## src/rtl/piso_pkg.sv

```systemverilog
// -----------------------------------------------------------------------------
// piso_pkg
// Shared definitions for the parallel-in serial-out serializer and anything
// that needs to agree with its bit ordering (e.g. the deserializer's bench).
//
// Contents:
//   piso_state_t     - serializer FSM states (IDLE, SHIFT, PARITY)
//   SHIFT_LSB_FIRST  - SHIFT_DIR value: bit 0 goes out first
//   SHIFT_MSB_FIRST  - SHIFT_DIR value: bit SIZE-1 goes out first
// -----------------------------------------------------------------------------
package piso_pkg;

    typedef enum logic [1:0] {
        IDLE   = 2'd0,
        SHIFT  = 2'd1,
        PARITY = 2'd2
    } piso_state_t;

    localparam int SHIFT_LSB_FIRST = 0;
    localparam int SHIFT_MSB_FIRST = 1;

endpackage

```

## src/rtl/piso_serializer_if.sv

```systemverilog
// -----------------------------------------------------------------------------
// piso_serializer_if
// Bundles the word handshake, stall input and serial output of the
// serializer. clk/reset are kept outside the interface.
//
// Handshake: a word transfers on a rising clk edge where in_valid && in_ready
// are both 1. in_ready is registered and never depends on in_valid; in_data
// must be stable while in_valid is 1.
//
// Signals:
//   in_data    - parallel word (SIZE bits)
//   in_valid   - in_data is valid
//   in_ready   - serializer can accept a word (one-entry buffer empty)
//   hold       - downstream stall, freezes serialization
//   out        - serial bit
//   out_valid  - out is valid this cycle (drives deserializer enable)
//   first      - current bit is the first of a word
//   last       - current bit is the final bit of a word
//   busy       - a word is in the shifter
//   done       - one-cycle pulse after a word's final bit
//   parity_bit - current bit is the parity bit (PISO_PARITY_EN only)
//   fsm_state  - current FSM state, for observation
//
// Modports:
//   master - the upstream/word producer side
//   slave  - the serializer itself
//
// Build option: `define PISO_PARITY_EN adds the parity_bit signal.
// -----------------------------------------------------------------------------
interface piso_serializer_if #(
    parameter int SIZE = 8
);
    import piso_pkg::*;

    logic [SIZE-1:0] in_data;
    logic            in_valid;
    logic            in_ready;
    logic            hold;
    logic            out;
    logic            out_valid;
    logic            first;
    logic            last;
    logic            busy;
    logic            done;
`ifdef PISO_PARITY_EN
    logic            parity_bit;
`endif
    piso_state_t     fsm_state;

    modport master (
        output in_data, in_valid, hold,
        input  in_ready, out, out_valid, first, last, busy, done,
`ifdef PISO_PARITY_EN
        input  parity_bit,
`endif
        input  fsm_state
    );

    modport slave (
        input  in_data, in_valid, hold,
        output in_ready, out, out_valid, first, last, busy, done,
`ifdef PISO_PARITY_EN
        output parity_bit,
`endif
        output fsm_state
    );

endinterface

```

## src/rtl/piso_word_buffer.sv

```systemverilog
// -----------------------------------------------------------------------------
// piso_word_buffer
// One-entry SIZE-wide holding buffer with valid/ready on both sides. Lets the
// next word wait while the shifter is still sending the current one.
//
// Ports:
//   clk, reset           - clock, asynchronous active-high reset
//   in_data/valid/ready  - write side; in_ready = buffer empty (registered)
//   out_data/valid/ready - read side; out_valid = buffer full
//
// A write is only possible while empty and a read only while full, so the
// two never happen on the same edge.
// -----------------------------------------------------------------------------
module piso_word_buffer #(
    parameter int SIZE = 8
) (
    input  logic            clk,
    input  logic            reset,
    input  logic [SIZE-1:0] in_data,
    input  logic            in_valid,
    output logic            in_ready,
    output logic [SIZE-1:0] out_data,
    output logic            out_valid,
    input  logic            out_ready
);

    logic            full_q;
    logic [SIZE-1:0] data_q;

    assign in_ready  = !full_q;
    assign out_valid = full_q;
    assign out_data  = data_q;

    always_ff @(posedge clk or posedge reset) begin
        if (reset) begin
            full_q <= 1'b0;
            data_q <= '0;
        end else begin
            if (in_valid && in_ready) begin
                data_q <= in_data;
                full_q <= 1'b1;
            end else if (out_valid && out_ready) begin
                full_q <= 1'b0;
            end
        end
    end

endmodule

```

## src/rtl/piso_serializer.sv

```systemverilog
// -----------------------------------------------------------------------------
// piso_serializer
// Parallel-in serial-out serializer feeding a SIPO deserializer. Accepts
// SIZE-bit words over valid/ready and sends one bit per clock with a per-bit
// strobe (out_valid). A one-entry buffer lets words stream back to back.
//
// Parameters:
//   SIZE      - word width (>= 2)
//   SHIFT_DIR - SHIFT_LSB_FIRST (0) or SHIFT_MSB_FIRST (1)
//
// Ports:
//   clk   - rising-edge clock
//   reset - asynchronous, active-high
//   bus   - piso_serializer_if.slave (handshake, hold, serial outputs)
//
// Build option: `define PISO_PARITY_EN appends an even-parity bit to each
// word (PARITY state, parity_bit output, last moves to the parity cycle).
//
// Timing model: state/cnt/word describe the bit of the current cycle and the
// output registers are loaded from the next-state values, so every output is
// a flop. hold sampled on an edge makes the following cycle a held cycle.
// -----------------------------------------------------------------------------
module piso_serializer
    import piso_pkg::*;
#(
    parameter int SIZE      = 8,
    parameter int SHIFT_DIR = SHIFT_LSB_FIRST
) (
    input  logic             clk,
    input  logic             reset,
    piso_serializer_if.slave bus
);

    localparam int            CW       = $clog2(SIZE);
    localparam logic [CW-1:0] CNT_LAST = CW'(SIZE - 1);

    // FSM and datapath state
    piso_state_t     state_q, state_d;
    logic [CW-1:0]   cnt_q, cnt_d;
    logic [SIZE-1:0] word_q, word_d;

    // registered outputs
    logic out_q, out_d;
    logic out_valid_q;
    logic first_q, first_d;
    logic last_q, last_d;
    logic done_q, done_d;
    logic parity_q, parity_d;
    logic present;

    // buffer hookup
    logic            buf_in_valid;
    logic            buf_in_ready;
    logic [SIZE-1:0] buf_data;
    logic            buf_full;
    logic            buf_pop;

    // routing
    logic            accept;
    logic            final_now;
    logic            route_direct;
    logic            direct;
    logic            load;
    logic [SIZE-1:0] load_word;
    logic [CW-1:0]   sel;

    // The word's final bit is being presented un-held this cycle.
`ifdef PISO_PARITY_EN
    assign final_now = out_valid_q && (state_q == PARITY);
`else
    assign final_now = out_valid_q && (state_q == SHIFT) && (cnt_q == CNT_LAST);
`endif

    // in_ready is the buffer's registered empty flag, so accept never loops
    // back through the routing decision.
    assign accept       = bus.in_valid && buf_in_ready;
    assign route_direct = (state_q == IDLE) || final_now;
    assign direct       = accept && route_direct;
    assign buf_in_valid = bus.in_valid && !route_direct;
    // When the buffer is full in_ready is 0, so pop and direct never coincide.
    assign buf_pop      = final_now && buf_full;
    assign load         = direct || buf_pop;
    assign load_word    = buf_pop ? buf_data : bus.in_data;

    piso_word_buffer #(
        .SIZE (SIZE)
    ) u_buffer (
        .clk       (clk),
        .reset     (reset),
        .in_data   (bus.in_data),
        .in_valid  (buf_in_valid),
        .in_ready  (buf_in_ready),
        .out_data  (buf_data),
        .out_valid (buf_full),
        .out_ready (buf_pop)
    );

    // Next state, counter and word register.
    always_comb begin
        state_d = state_q;
        cnt_d   = cnt_q;
        word_d  = word_q;
        done_d  = 1'b0;

        if (final_now) begin
            done_d = 1'b1;
            cnt_d  = '0;
            if (load) begin
                state_d = SHIFT;
                word_d  = load_word;
            end else begin
                state_d = IDLE;
            end
        end else begin
            case (state_q)
                IDLE: begin
                    if (load) begin
                        state_d = SHIFT;
                        cnt_d   = '0;
                        word_d  = load_word;
                    end
                end
                SHIFT: begin
                    // A held cycle leaves cnt pointing at the pending bit.
                    if (out_valid_q) begin
                        if (cnt_q != CNT_LAST) begin
                            cnt_d = cnt_q + 1'b1;
                        end
`ifdef PISO_PARITY_EN
                        else begin
                            state_d = PARITY;
                        end
`endif
                    end
                end
`ifdef PISO_PARITY_EN
                PARITY: begin
                    // Only reached here while the parity cycle is held.
                    state_d = PARITY;
                end
`endif
                default: state_d = IDLE;
            endcase
        end
    end

    // Output values for the next cycle.
    always_comb begin
        present  = (state_d != IDLE) && !bus.hold;
        sel      = (SHIFT_DIR == SHIFT_MSB_FIRST) ? (CNT_LAST - cnt_d) : cnt_d;
        out_d    = out_q;
        if (present) begin
            out_d = (state_d == PARITY) ? ^word_d : word_d[sel];
        end
        first_d  = present && (state_d == SHIFT) && (cnt_d == '0);
`ifdef PISO_PARITY_EN
        last_d   = present && (state_d == PARITY);
`else
        last_d   = present && (state_d == SHIFT) && (cnt_d == CNT_LAST);
`endif
        parity_d = present && (state_d == PARITY);
    end

    always_ff @(posedge clk or posedge reset) begin
        if (reset) begin
            state_q     <= IDLE;
            cnt_q       <= '0;
            word_q      <= '0;
            out_q       <= 1'b0;
            out_valid_q <= 1'b0;
            first_q     <= 1'b0;
            last_q      <= 1'b0;
            done_q      <= 1'b0;
            parity_q    <= 1'b0;
        end else begin
            state_q     <= state_d;
            cnt_q       <= cnt_d;
            word_q      <= word_d;
            out_q       <= out_d;
            out_valid_q <= present;
            first_q     <= first_d;
            last_q      <= last_d;
            done_q      <= done_d;
            parity_q    <= parity_d;
        end
    end

    assign bus.in_ready  = buf_in_ready;
    assign bus.out       = out_q;
    assign bus.out_valid = out_valid_q;
    assign bus.first     = first_q;
    assign bus.last      = last_q;
    assign bus.busy      = (state_q != IDLE);
    assign bus.done      = done_q;
    assign bus.fsm_state = state_q;
`ifdef PISO_PARITY_EN
    assign bus.parity_bit = parity_q;
`else
    // Parity flag is not a port in this build.
    logic unused_parity;
    assign unused_parity = parity_q;
`endif

endmodule

```

## src/flat_wrapper.sv

```systemverilog
// flat-port wrapper written by rule: the top's interface ports become plain ports
module piso_serializer_flat import piso_pkg::*;
#(
    parameter int SIZE      = 8,
    parameter int SHIFT_DIR = SHIFT_LSB_FIRST
)
  (clk, reset, bus_in_data, bus_in_valid, bus_hold, bus_in_ready, bus_out, bus_out_valid, bus_first, bus_last, bus_busy, bus_done, bus_fsm_state);
  piso_serializer_if #(.SIZE(SIZE)) bus_i ();
  input  logic clk;
  input  logic reset;
  input wire logic [$bits(bus_i.in_data)-1:0] bus_in_data;
  input wire logic [$bits(bus_i.in_valid)-1:0] bus_in_valid;
  input wire logic [$bits(bus_i.hold)-1:0] bus_hold;
  output wire logic [$bits(bus_i.in_ready)-1:0] bus_in_ready;
  output wire logic [$bits(bus_i.out)-1:0] bus_out;
  output wire logic [$bits(bus_i.out_valid)-1:0] bus_out_valid;
  output wire logic [$bits(bus_i.first)-1:0] bus_first;
  output wire logic [$bits(bus_i.last)-1:0] bus_last;
  output wire logic [$bits(bus_i.busy)-1:0] bus_busy;
  output wire logic [$bits(bus_i.done)-1:0] bus_done;
  output wire logic [$bits(bus_i.fsm_state)-1:0] bus_fsm_state;
  assign bus_i.in_data = bus_in_data;
  assign bus_i.in_valid = bus_in_valid;
  assign bus_i.hold = bus_hold;
  assign bus_in_ready = bus_i.in_ready;
  assign bus_out = bus_i.out;
  assign bus_out_valid = bus_i.out_valid;
  assign bus_first = bus_i.first;
  assign bus_last = bus_i.last;
  assign bus_busy = bus_i.busy;
  assign bus_done = bus_i.done;
  assign bus_fsm_state = bus_i.fsm_state;
  piso_serializer #(.SIZE(SIZE), .SHIFT_DIR(SHIFT_DIR)) u_core (.clk(clk), .reset(reset), .bus(bus_i));
endmodule
```

## config.mk

```make
export PLATFORM = sky130hd
export DESIGN_NAME = piso_serializer_flat
export DESIGN_NICKNAME = d
export VERILOG_FILES = /design/src/rtl/piso_pkg.sv /design/src/rtl/piso_serializer_if.sv /design/src/rtl/piso_word_buffer.sv /design/src/rtl/piso_serializer.sv /design/src/flat_wrapper.sv
export SDC_FILE = /design/constraint.sdc
export NUM_CORES = 1
export LEC_CHECK = 0
export CORE_MARGIN = 4
export CORE_UTILIZATION = 56
export DETAILED_ROUTE_END_ITERATION = 12
export GPL_ROUTABILITY_DRIVEN = 0
export PLACE_DENSITY = 0.82
export SYNTH_ARGS = -nofsm -noshare
export SYNTH_HDL_FRONTEND = slang
export SYNTH_HIERARCHICAL = 1
export SYNTH_SLANG_ARGS = --single-unit
export TNS_END_PERCENT = 20
```

## constraint.sdc

```tcl
create_clock -name clk -period 5.7 [get_ports clk]
set_input_delay 0.855 -clock clk [delete_from_list [all_inputs] [get_ports clk]]
set_output_delay 0.855 -clock clk [all_outputs]
set_load 0.005 [all_outputs]
```

==> summary.txt, run 1 <==
STA
  • Hold_ws: 531 ps
  • Fin crit period: ~2700 ps
  • Final hold vios: 0
  • Max_slew headroom: just under 30%
  • Crit share post-route: 48.2%
  • Fin worst setup slack: 2950 ps
  • Worst slew pin tran: about 1100 ps
  • Final slew viol count: 0
  • RSZ-0062 raised after global routing: no
  • Setup Viol. Count Final: 0
  • Fmax: 364 MHz
  • Clock skew: 2.93 ps
  • Setup TNS Final: 0 ps

Floorplanning
  • Rows: 17
  • Initial core utilization: 60.5%
  • Die ar.: 3310 um^2
  • DIE HEIGHT: 57.6 um
  • Die Width: approximately 58 um
  • Num ports: 21
  • Placeable Area: ~2300 um^2

Detailed routing
  • Antenna Nets Post-Route: 0
  • 1st-iter DRT viols: 61
  • Routed vias: 989
  • WL per Instance: 17.2 um
  • Drt pass-1 iters: 4
  • Final WL: 2830 um
  • DRC errors left: 0
  • DR vias/cell: 5.99

Critical path
  • Startpoint class of the critical path: input pin
  • Kind of critical path: in -> reg
  • Worst-path fanout max: 6
  • CP required: 5970 ps
  • Critical-path cell list: clkdlybuf4s50_1 > and2_1 > o21bai_1 > a211oi_2 > inv_2 > nor4b_1 > a22o_1 > o21ba_1 > nand4_1
  • Slowest stage cell, crit path: clkdlybuf4s50_1
  • CP max stage delay: around 470 ps
  • Crit path DAT: 3020 ps
  • Crit end category: flip-flop

Synthesis
  • Synth Instances: 120
  • Warnings, synthesis: 6
  • Syn nets: 133
  • Sequential share of the synthesized area: approximately half
  • Library cells used by synthesis: 43
  • Register bit total from synthesis: 27
  • Share of synthesized flip-flops with an asynchronous set or reset: 100%
  • EDFF count, synth: 0
  • Synth Flop Type: dfrtp_1
  • Syn_area_per_cell: 11.5 um^2
  • Post-Syn Area: 1380 um^2

Global route
  • Antenna violations before repair: 0
  • First-pass GRT wire length: 4970 um
  • Grt total ovfl: 0
  • Largest net degree at the start of global routing: 19
  • Total global routing track utilization: between 10% and 20%
  • Vias in the first global route: 1051

Pwr
  • Pwr dens: approximately 190 nW/um^2
  • Peak VDD IR: 0.179 mV
  • Total power: 294 uW
  • Leak pwr: approximately 0.74 nW

Status
  • Status: finished clean

Layout
  • Final Util: 69.8%
  • Antenna Diode Count: 0
  • Share of cells above drive strength 1: 13.9%
  • Fin cells: 165
  • Cell area after layout: 1590 um^2
  • Nets: 151
  • Area grow syn2layout: 15.5%

Clock tree
  • Num CTS Buffers: 3
  • Post-cts sizing count: 0
  • Clock-pin slew of the registers on the worst-case setup and hold paths: 140 ps
  • Post-CTS Setup Inserts: 0
  • H-tree Lvls: 1
  • Clk sink count: 27
  • CTS Hold Bufs: 0
  • CTS Root Cell: clkbuf_4
  • Clk buf depth: 2
  • Clk_lat worst skew: 330 ps
  • TritonCTS clock tree: done

Placed design
  • PortBufs: 20
  • HPWL Detailed: 2090 um
  • Post-DP Area: 1560 um^2
  • Placed insts: 161
  • Pre-CTS setup slack: 2670 ps

Hold path
  • Worst hold-check path type: reg -> reg

Job
  • MaxCap Viol Count: 0
-- state kept, by name, indices dropped and copies added (netlist names) --
name / cells
u_core/u_buffer/out_valid: 1
u_core/word_q: 8
u_core/cnt_q: 3
u_core/bus.fsm_state: 2
u_core/bus.out: 1
u_core/bus.out_valid: 1
u_core/bus.done: 1
u_core/u_buffer/out_data: 8
u_core/bus.first: 1
u_core/bus.last: 1
-- power breakdown --
group	switching, mW	internal (mW)	total [mW]	leakage [nW]
Clock	0.0570	0.0269	0.0838	0.0139
Combinational	0.00771	0.00991	0.0176	0.354
Sequential	0.00101	0.192	0.193	0.370
-- worst paths after layout --
kind                                  start                           to  slack (ps)  cells past startpoint
max in group asynchronous             reset      u_core/bus.fsm_state[0]        4320                      2
min reg2reg                u_core/word_q[3]             u_core/word_q[3]         530                      1
max                            bus_in_valid               u_core/bus.out        2950                      9
min                        u_core/word_q[3]             u_core/word_q[3]         530                      1
max reg2reg                 u_core/cnt_q[0]  u_core/u_buffer/out_data[4]        3140                      6
min in group asynchronous             reset  u_core/u_buffer/out_data[5]         800                      2
-- kinds of logic (layout without fill, tap and decap cells) --
group                    after synthesis  after routing  synth area share, %
AND/OR/NAND/NOR                       34             34                 15.2
AO/OA/AOI/OAI                         33             33                 18.5
flip-flops                            27             27                 49.1
buffers and inverters                 14             31                 5.73
multiplexers                          10             10                 10.3
adder cells (fa/ha/maj)                1              1                0.909
other                                  1              1                0.272
-- cells in the final DEF (no fill, tap or decap), drive strengths merged, types with 2 or more instances in the layout --
cell	count
a211oi	2
or2	2
nor2b	2
o21bai	2
nor4b	2
or3	2
o22a	8
nand2	4
nor3	2
nand4	2
mux2	9
a22o	2
clkdlybuf4s50	20
nand3	2
and2	2
clkbuf	3
inv	7
o22ai	4
o21ai	2
dfrtp	27
a21oi	7
nor2	8
-- synthesized netlist by cell type (all sizes together), types with 4 or more instances --
master	n	area (um^2)
dfrtp	27	676
mux2	9	131
nor2	8	30.0
o22a	8	70.1
a21oi	7	38.8
inv	7	26.3
buf	6	48.8
nand2	4	15.0
o22ai	4	25.0
-- worst max-delay path: cells and delay by family --
kind / cells / cell delay [ps]
buffers and inverters: 2 / 600
AND/OR/NAND/NOR: 3 / 640
AO/OA/AOI/OAI: 4 / 930
-- per-layer routing --
metal | vias to the layer above | part of all wire, % | global-route usage, %
met3 | 2 | 6.2 | 6.56
met5 | - | 0 | 0
met2 | 37 | 46 | 29.8
li1 | 472 | - | -
met4 | 0 | 0.78 | 4.97
met1 | 478 | 47 | 26.3
-- area by class of cell --
type / count / area (um^2)
well taps: 28 / 35.0
repair buffers: 20 / 200
clock inverters: 1 / 7.51
fillers: 169 / 687
inverters: 7 / 26.3
flip-flops and latches: 27 / 676
multi-input cells: 79 / 622
clock buffers: 3 / 22.5
No activity file was read; power rests on OpenSTA's default activity.
==> run 2: changes to the inputs <==
CORE_UTILIZATION = 47   (was 56)
PLACE_DENSITY = 0.74   (was 0.82)
clock period = 2.3 ns   (was 5.7 ns; I/O delays follow)
==> run 2 against run 1 <==
Compared with the run above:
- via count increased by 3.4%
- sequential power increased by 150%
- die area increased by 16%
- routed wire length increased by 3.6%
- count of clock-buffer cells in the layout unchanged
- clock power increased by 140%
- flip-flop and latch count unchanged
- design area increased by 8.1%
- power increased by 150%
- critical path type is now reg -> reg
- largest power group unchanged
==> summary.txt, run 2 (synthesis gave the netlist of run 1 again) <==
Status
  • Status: finished clean (unchanged)

STA
  • Clock skew: 4.00 ps (was 2.93 ps)
  • Fin worst setup slack: 136 ps (was 2950 ps)
  • Setup Viol. Count Final: 0 (unchanged)
  • RSZ-0062 raised after global routing: no (unchanged)
  • Final slew viol count: 0 (unchanged)
  • Max_slew headroom: 52.3% (was 29.1%)
  • Final hold vios: 0 (unchanged)
  • Setup TNS Final: 0 ps (unchanged)
  • Hold_ws: 299 ps (was 531 ps)
  • Worst slew pin tran: 714 ps (was 1060 ps)
  • Crit share post-route: 94.1%
  • Fin crit period: 2160 ps
  • Fmax: 462 MHz

Clock tree
  • Clk buf depth: 2 (unchanged)
  • Clock-pin slew of the registers on the worst-case setup and hold paths: 140 ps (about the same)
  • TritonCTS clock tree: done (unchanged)
  • Clk_lat worst skew: 320 ps (was 330 ps)
  • Clk sink count: 27 (unchanged)
  • H-tree Lvls: 1 (unchanged)
  • Num CTS Buffers: 3 (unchanged)
  • CTS Root Cell: clkbuf_4 (unchanged)
  • CTS Hold Bufs: 0 (unchanged)

Global route
  • Vias in the first global route: 1062 (was 1051)
  • Grt total ovfl: 0 (unchanged)
  • Antenna violations before repair: 0 (unchanged)
  • Largest net degree at the start of global routing: 19 (unchanged)
  • Total global routing track utilization: 15.6% (was 19.4%)
  • First-pass GRT wire length: 4920 um (was 4970 um)

Detailed routing
  • Drt pass-1 iters: 4 (unchanged)
  • Routed vias: 1023 (was 989)
  • Final WL: 2930 um (was 2830 um)
  • DRC errors left: 0 (unchanged)
  • WL per Instance: 15.9 um (was 17.2 um)
  • Antenna Nets Post-Route: 0 (unchanged)
  • DR vias/cell: 5.56 (was 5.99)
  • 1st-iter DRT viols: 32 (was 61)

Floorplanning
  • Placeable Area: 2780 um^2 (was 2280 um^2)
  • Die Width: 62.1 um (was 57.6 um)
  • Die ar.: 3860 um^2 (was 3310 um^2)
  • DIE HEIGHT: 62.1 um (was 57.6 um)
  • Rows: 19 (was 17)
  • Initial core utilization: 49.5% (was 60.5%)
  • Num ports: 21 (unchanged)

Layout
  • Most common cell after layout, fill and taps aside: dfrtp_1 (unchanged)
  • # fillers: 237 (was 169)
  • Antenna Diode Count: 0 (unchanged)
  • Commonest non-fill, non-tap cells in the layout: 27 x dfrtp_1, 20 x clkdlybuf4s50_1, 16 x buf_4 (was 27 x dfrtp_1, 20 x clkdlybuf4s50_1, 8 x nor2_1, 8 x o22a_1, 8 x mux2_4)
  • Share of cells above drive strength 1: 24.2% (was 13.9%)
  • Area grow syn2layout: 24.8% (was 15.5%)
  • Final Util: 61.8% (was 69.8%)
  • Nets: 167 (was 151)

Critical path
  • Worst-case reg-to-reg path depth: 8 (was 6)
  • Crit path DAT: 2430 ps (was 3020 ps)
  • Reg2reg start: u_core/cnt_q[0] (unchanged)
  • R2R Setup Slk: 140 ps (was 3140 ps)
  • R2r endpoint: u_core/bus.out (was u_core/u_buffer/out_data[4])
  • CP required: 2560 ps (was 5970 ps)
  • Startpoint class of the critical path: flip-flop (was input pin)
  • Crit end category: flip-flop (unchanged)
  • Kind of critical path: reg -> reg (was in -> reg)
  • Worst-path fanout max: 7 (was 6)

Placed design
  • PortBufs: 20 (unchanged)
  • HPWL Detailed: 2190 um (was 2090 um)
  • Pre-CTS setup slack: -86.5 ps (was 2670 ps)

Job
  • MaxCap Viol Count: 0 (unchanged)

Pwr
  • Leak pwr: 0.824 nW (was 0.737 nW)
  • Peak VDD IR: 0.444 mV (was 0.179 mV)
  • Pwr dens: 421 nW/um^2 (was 185 nW/um^2)
  • Total power: 724 uW (was 294 uW)

Hold path
  • Worst hold-check path type: in -> async (was reg -> reg)
==> run 2: area by class of cell <==
class	instances	area, um^2	share of cell area [%]
Timing Repair Buffer	36	320	18.6
Clock inverter	1	5.00	0.291
Inverter	7	26.3	1.53
Multi-Input combinational cell	79	629	36.6
Tap cell	31	38.8	2.26
Sequential cell	27	676	39.3
Clock buffer	3	22.5	1.31
==> run 2: worst max-delay path by stage <==
stage                         start        endpoint  slack, ps
floorplan           u_core/cnt_q[0]  u_core/bus.out        310
global placement       bus_in_valid  u_core/bus.out        0.8
detailed placement     bus_in_valid  u_core/bus.out        -90
CTS                 u_core/cnt_q[0]  u_core/bus.out         40
global route        u_core/cnt_q[0]  u_core/bus.out        0.7
finish              u_core/cnt_q[0]  u_core/bus.out        140
==> run 2: metrics by stage <==
step,instances,cell area (um^2)
6_report,184,1720
5_1_grt,184,1720
4_1_cts,182,1700
3_5_place_dp,178,1670
3_3_place_gp,178,1670
2_1_floorplan,120,1380
==> run 2: repair_timing <==
item,CTS,global route
resized for setup,0,3
buffers inserted,0,2
endpoints found under the setup margin,0,1
==> run 2: layer usage <==
| metal | up-vias | routed length (um) | GRT usage (%) |
|---|---|---|---|
| met3 | 4 | 142 | 6.85 |
| met5 | - | 0 | 0 |
| met1 | 493 | 1360 | 19.3 |
| li1 | 505 | - | - |
| met4 | 0 | 26 | 4.34 |
| met2 | 21 | 1400 | 24.7 |
==> run 2: power by group <==
| part | switching (mW) | internal [mW] |
|---|---|---|
| Sequential | 0.00131 | 0.476 |
| Clock | 0.134 | 0.0652 |
| Combinational | 0.0211 | 0.0268 |
| Total | 0.156 | 0.568 |
==> run 2: critical path, cell delays in order, from the launching register on <==
cell	delay, ps
dfrtp_1	430
ha_1	280
nand2_1	90
mux2_1	330
a22o_1	260
or3_1	340
a211oi_1	220
o21ai_1	90
nand4_1	90
==> run 3: changes to the inputs <==
CELL_PAD_IN_SITES_DETAIL_PLACEMENT = 1   (was default)
CELL_PAD_IN_SITES_GLOBAL_PLACEMENT = 2   (was default)
CORE_UTILIZATION = 31   (was 47)
PLACE_DENSITY = default   (was 0.74)
PLACE_DENSITY_LB_ADDON = 0.1   (was default)
==> run 3 against run 2 <==
Compared with the run above:
- final cell count grew 10%
- power up 11%
- critical endpoint unchanged
- critical path type is now in -> reg
- register-to-register slack gained 30 ps
==> summary.txt, run 3 (synthesis gave the netlist of run 1 again) <==
Global route
  • Antenna violations before repair: 0 (unchanged)
  • Total global routing track utilization: 13.2% (was 15.6%)
  • First-pass GRT wire length: 5660 um (was 4920 um)
  • Vias in the first global route: 1101 (was 1062)
  • Grt total ovfl: 0 (unchanged)
  • Largest net degree at the start of global routing: 19 (unchanged)

Clock tree
  • Clk_lat worst skew: 270 ps (was 320 ps)
  • Num CTS Buffers: 3 (unchanged)
  • Clk buf depth: 2 (unchanged)
  • Clock-pin slew of the registers on the worst-case setup and hold paths: 100 ps (was 140 ps)
  • CTS Root Cell: clkbuf_8 (was clkbuf_4)
  • TritonCTS clock tree: done (unchanged)
  • Clk sink count: 27 (unchanged)
  • H-tree Lvls: 1 (unchanged)

Floorplanning
  • DIE HEIGHT: 74.6 um (was 62.1 um)
  • Rows: 23 (was 19)
  • Die ar.: 5570 um^2 (was 3860 um^2)
  • Initial core utilization: 33.2% (was 49.5%)
  • Placeable Area: 4140 um^2 (was 2780 um^2)
  • Die Width: 74.6 um (was 62.1 um)
  • Num ports: 21 (unchanged)

Pwr
  • Reg power frac: 59.3% (was 65.9%)
  • Peak VDD IR: 0.259 mV (was 0.444 mV)
  • Clk pwr share: 34.6% (was 27.5%)
  • Total power: 803 uW (was 724 uW)
  • Pwr dens: 456 nW/um^2 (was 421 nW/um^2)
  • Switching Share: 22.3% (was 21.6%)
  • Pint: 624 uW (was 568 uW)
  • P_sw: 179 uW (was 156 uW)
  • Comb pwr share: 6.1% (was 6.6%)
  • Leak pwr: 0.826 nW (was 0.824 nW)

Critical path
  • Delay-heaviest family, CP: compound AO/OA/AOI/OAI gates (unchanged)
  • CP required: 2520 ps (was 2560 ps)
  • Critical-path cell list: clkdlybuf4s50_1 > and2_1 > o21bai_1 > a221o_1 > nor4b_1 > a22o_1 > o21ba_1 > nand4_1 (was ha_1 > nand2_1 > mux2_1 > a22o_1 > or3_1 > a211oi_1 > o21ai_1 > nand4_1)
  • Startpoint class of the critical path: input pin (was flip-flop)
  • Worst-case reg-to-reg path depth: 8 (unchanged)
  • Reg2reg start: u_core/cnt_q[0] (unchanged)
  • Crit path DAT: 2350 ps (was 2430 ps)
  • Worst-path fanout max: 7 (unchanged)
  • Crit path buffers/inverters: 1 (was 0)
  • CP max stage delay: 480 ps (was 430 ps)
  • R2r endpoint: u_core/bus.out (unchanged)
  • R2R Setup Slk: 170 ps (was 140 ps)
  • Kind of critical path: in -> reg (was reg -> reg)
  • Crit end category: flip-flop (unchanged)
  • Slowest stage cell, crit path: clkdlybuf4s50_1 (was dfrtp_1)

Status
  • Status: finished clean (unchanged)

Layout
  • Cell area after layout: 1760 um^2 (was 1720 um^2)
  • Most common cell after layout, fill and taps aside: dfrtp_1 (unchanged)
  • Commonest non-fill, non-tap cells in the layout: 27 x dfrtp_1, 20 x clkdlybuf4s50_1, 16 x buf_4 (unchanged)
  • # fillers: 471 (was 237)
  • Nets: 167 (unchanged)
  • Antenna Diode Count: 0 (unchanged)
  • Share of cells above drive strength 1: 24.2% (unchanged)
  • Area grow syn2layout: 27.9% (was 24.8%)

Placed design
  • Post-DP Area: 1710 um^2 (was 1670 um^2)
  • HPWL Detailed: 2590 um (was 2190 um)
  • PortBufs: 20 (unchanged)

STA
  • Crit share post-route: 92.8% (was 94.1%)
  • Worst slew pin tran: 744 ps (was 714 ps)
  • RSZ-0062 raised after global routing: no (unchanged)
  • Fmax: 469 MHz (was 462 MHz)
  • Max_slew headroom: 50.3% (was 52.3%)
  • Final hold vios: 0 (unchanged)
  • Final slew viol count: 0 (unchanged)
  • Fin crit period: 2130 ps (was 2160 ps)
  • Clock skew: 1.48 ps (was 4.00 ps)
  • Setup Viol. Count Final: 0 (unchanged)

Job
  • MaxCap Viol Count: 0 (unchanged)

Hold path
  • Worst hold-check path type: in -> async (unchanged)

Detailed routing
  • DRC errors left: 0 (unchanged)
  • Routed vias: 1013 (was 1023)
  • WL per Instance: 16.5 um (was 15.9 um)
  • Drt pass-1 iters: 4 (unchanged)
  • Final WL: 3360 um (was 2930 um)
  • 1st-iter DRT viols: 28 (was 32)
  • DR vias/cell: 4.99 (was 5.56)
  • Antenna Nets Post-Route: 0 (unchanged)
-- run 3: cell counts in the layout (fill, tap and decap cells not counted) --
Identical to the previous run, type by type.
-- run 3: cell type report --
| type | count | area [um^2] | share of cell area (%) |
|---|---|---|---|
| Clock buffer | 3 | 41.3 | 2.35 |
| Clock inverter | 1 | 5.00 | 0.284 |
| Inverter | 7 | 26.3 | 1.49 |
| Multi-Input combinational cell | 79 | 629 | 35.7 |
| Sequential cell | 27 | 676 | 38.4 |
| Tap cell | 50 | 62.6 | 3.55 |
| Timing Repair Buffer | 36 | 320 | 18.2 |
-- run 3: metrics by stage --
step	instances	utilization, %	TNS [ps]	setup slack, ps	hold slack (ps)
3_5_place_dp	199	41.2	-124	-124	499
5_1_grt	203	42.5	0	13.4	397
2_1_floorplan	120	-	0	308	173
6_report	203	42.5	0	166	360
4_1_cts	203	42.3	0	99.9	373
3_3_place_gp	199	41.2	-10.8	-10.8	474
-- run 3: how the worst max path moves through the flow --
stage,slack (ps),cells past startpoint,startpoint,end
after floorplan,310,10,u_core/cnt_q[0],u_core/bus.out
after global placement,-10,8,bus_in_valid,u_core/bus.out
after detailed placement,-120,8,bus_in_valid,u_core/bus.out
after CTS,100,8,u_core/cnt_q[1],u_core/bus.out
after global routing,10,8,u_core/u_buffer/out_valid,u_core/bus.out
final,170,8,bus_in_valid,u_core/bus.out
-- run 3: power groups by stage --
stage / combinational, mW / sequential, mW / clock (mW)
after detailed placement: 0.0505 / 0.485 / 0
final: 0.0492 / 0.476 / 0.278
after CTS: 0.0508 / 0.476 / 0.297
after global placement: 0.0491 / 0.485 / 0
after global routing: 0.0547 / 0.476 / 0.315
after floorplan: 0.0185 / 0.485 / 0
-- run 3: repair_timing --
item / CTS / global route
gates resized for setup: 0 / 3
hold buffers: 0 / 0
endpoints found under the setup margin: 0 / 1
buffers inserted: 0 / 0
-- run 3: routing by layer --
metal / track usage (%) / vias to the layer above / wire, um
met5: 0 / - / 0
met3: 2.94 / 2 / 105
li1: - / 501 / -
met1: 19.1 / 497 / 1630
met4: 1.78 / 0 / 10
met2: 21.1 / 13 / 1610
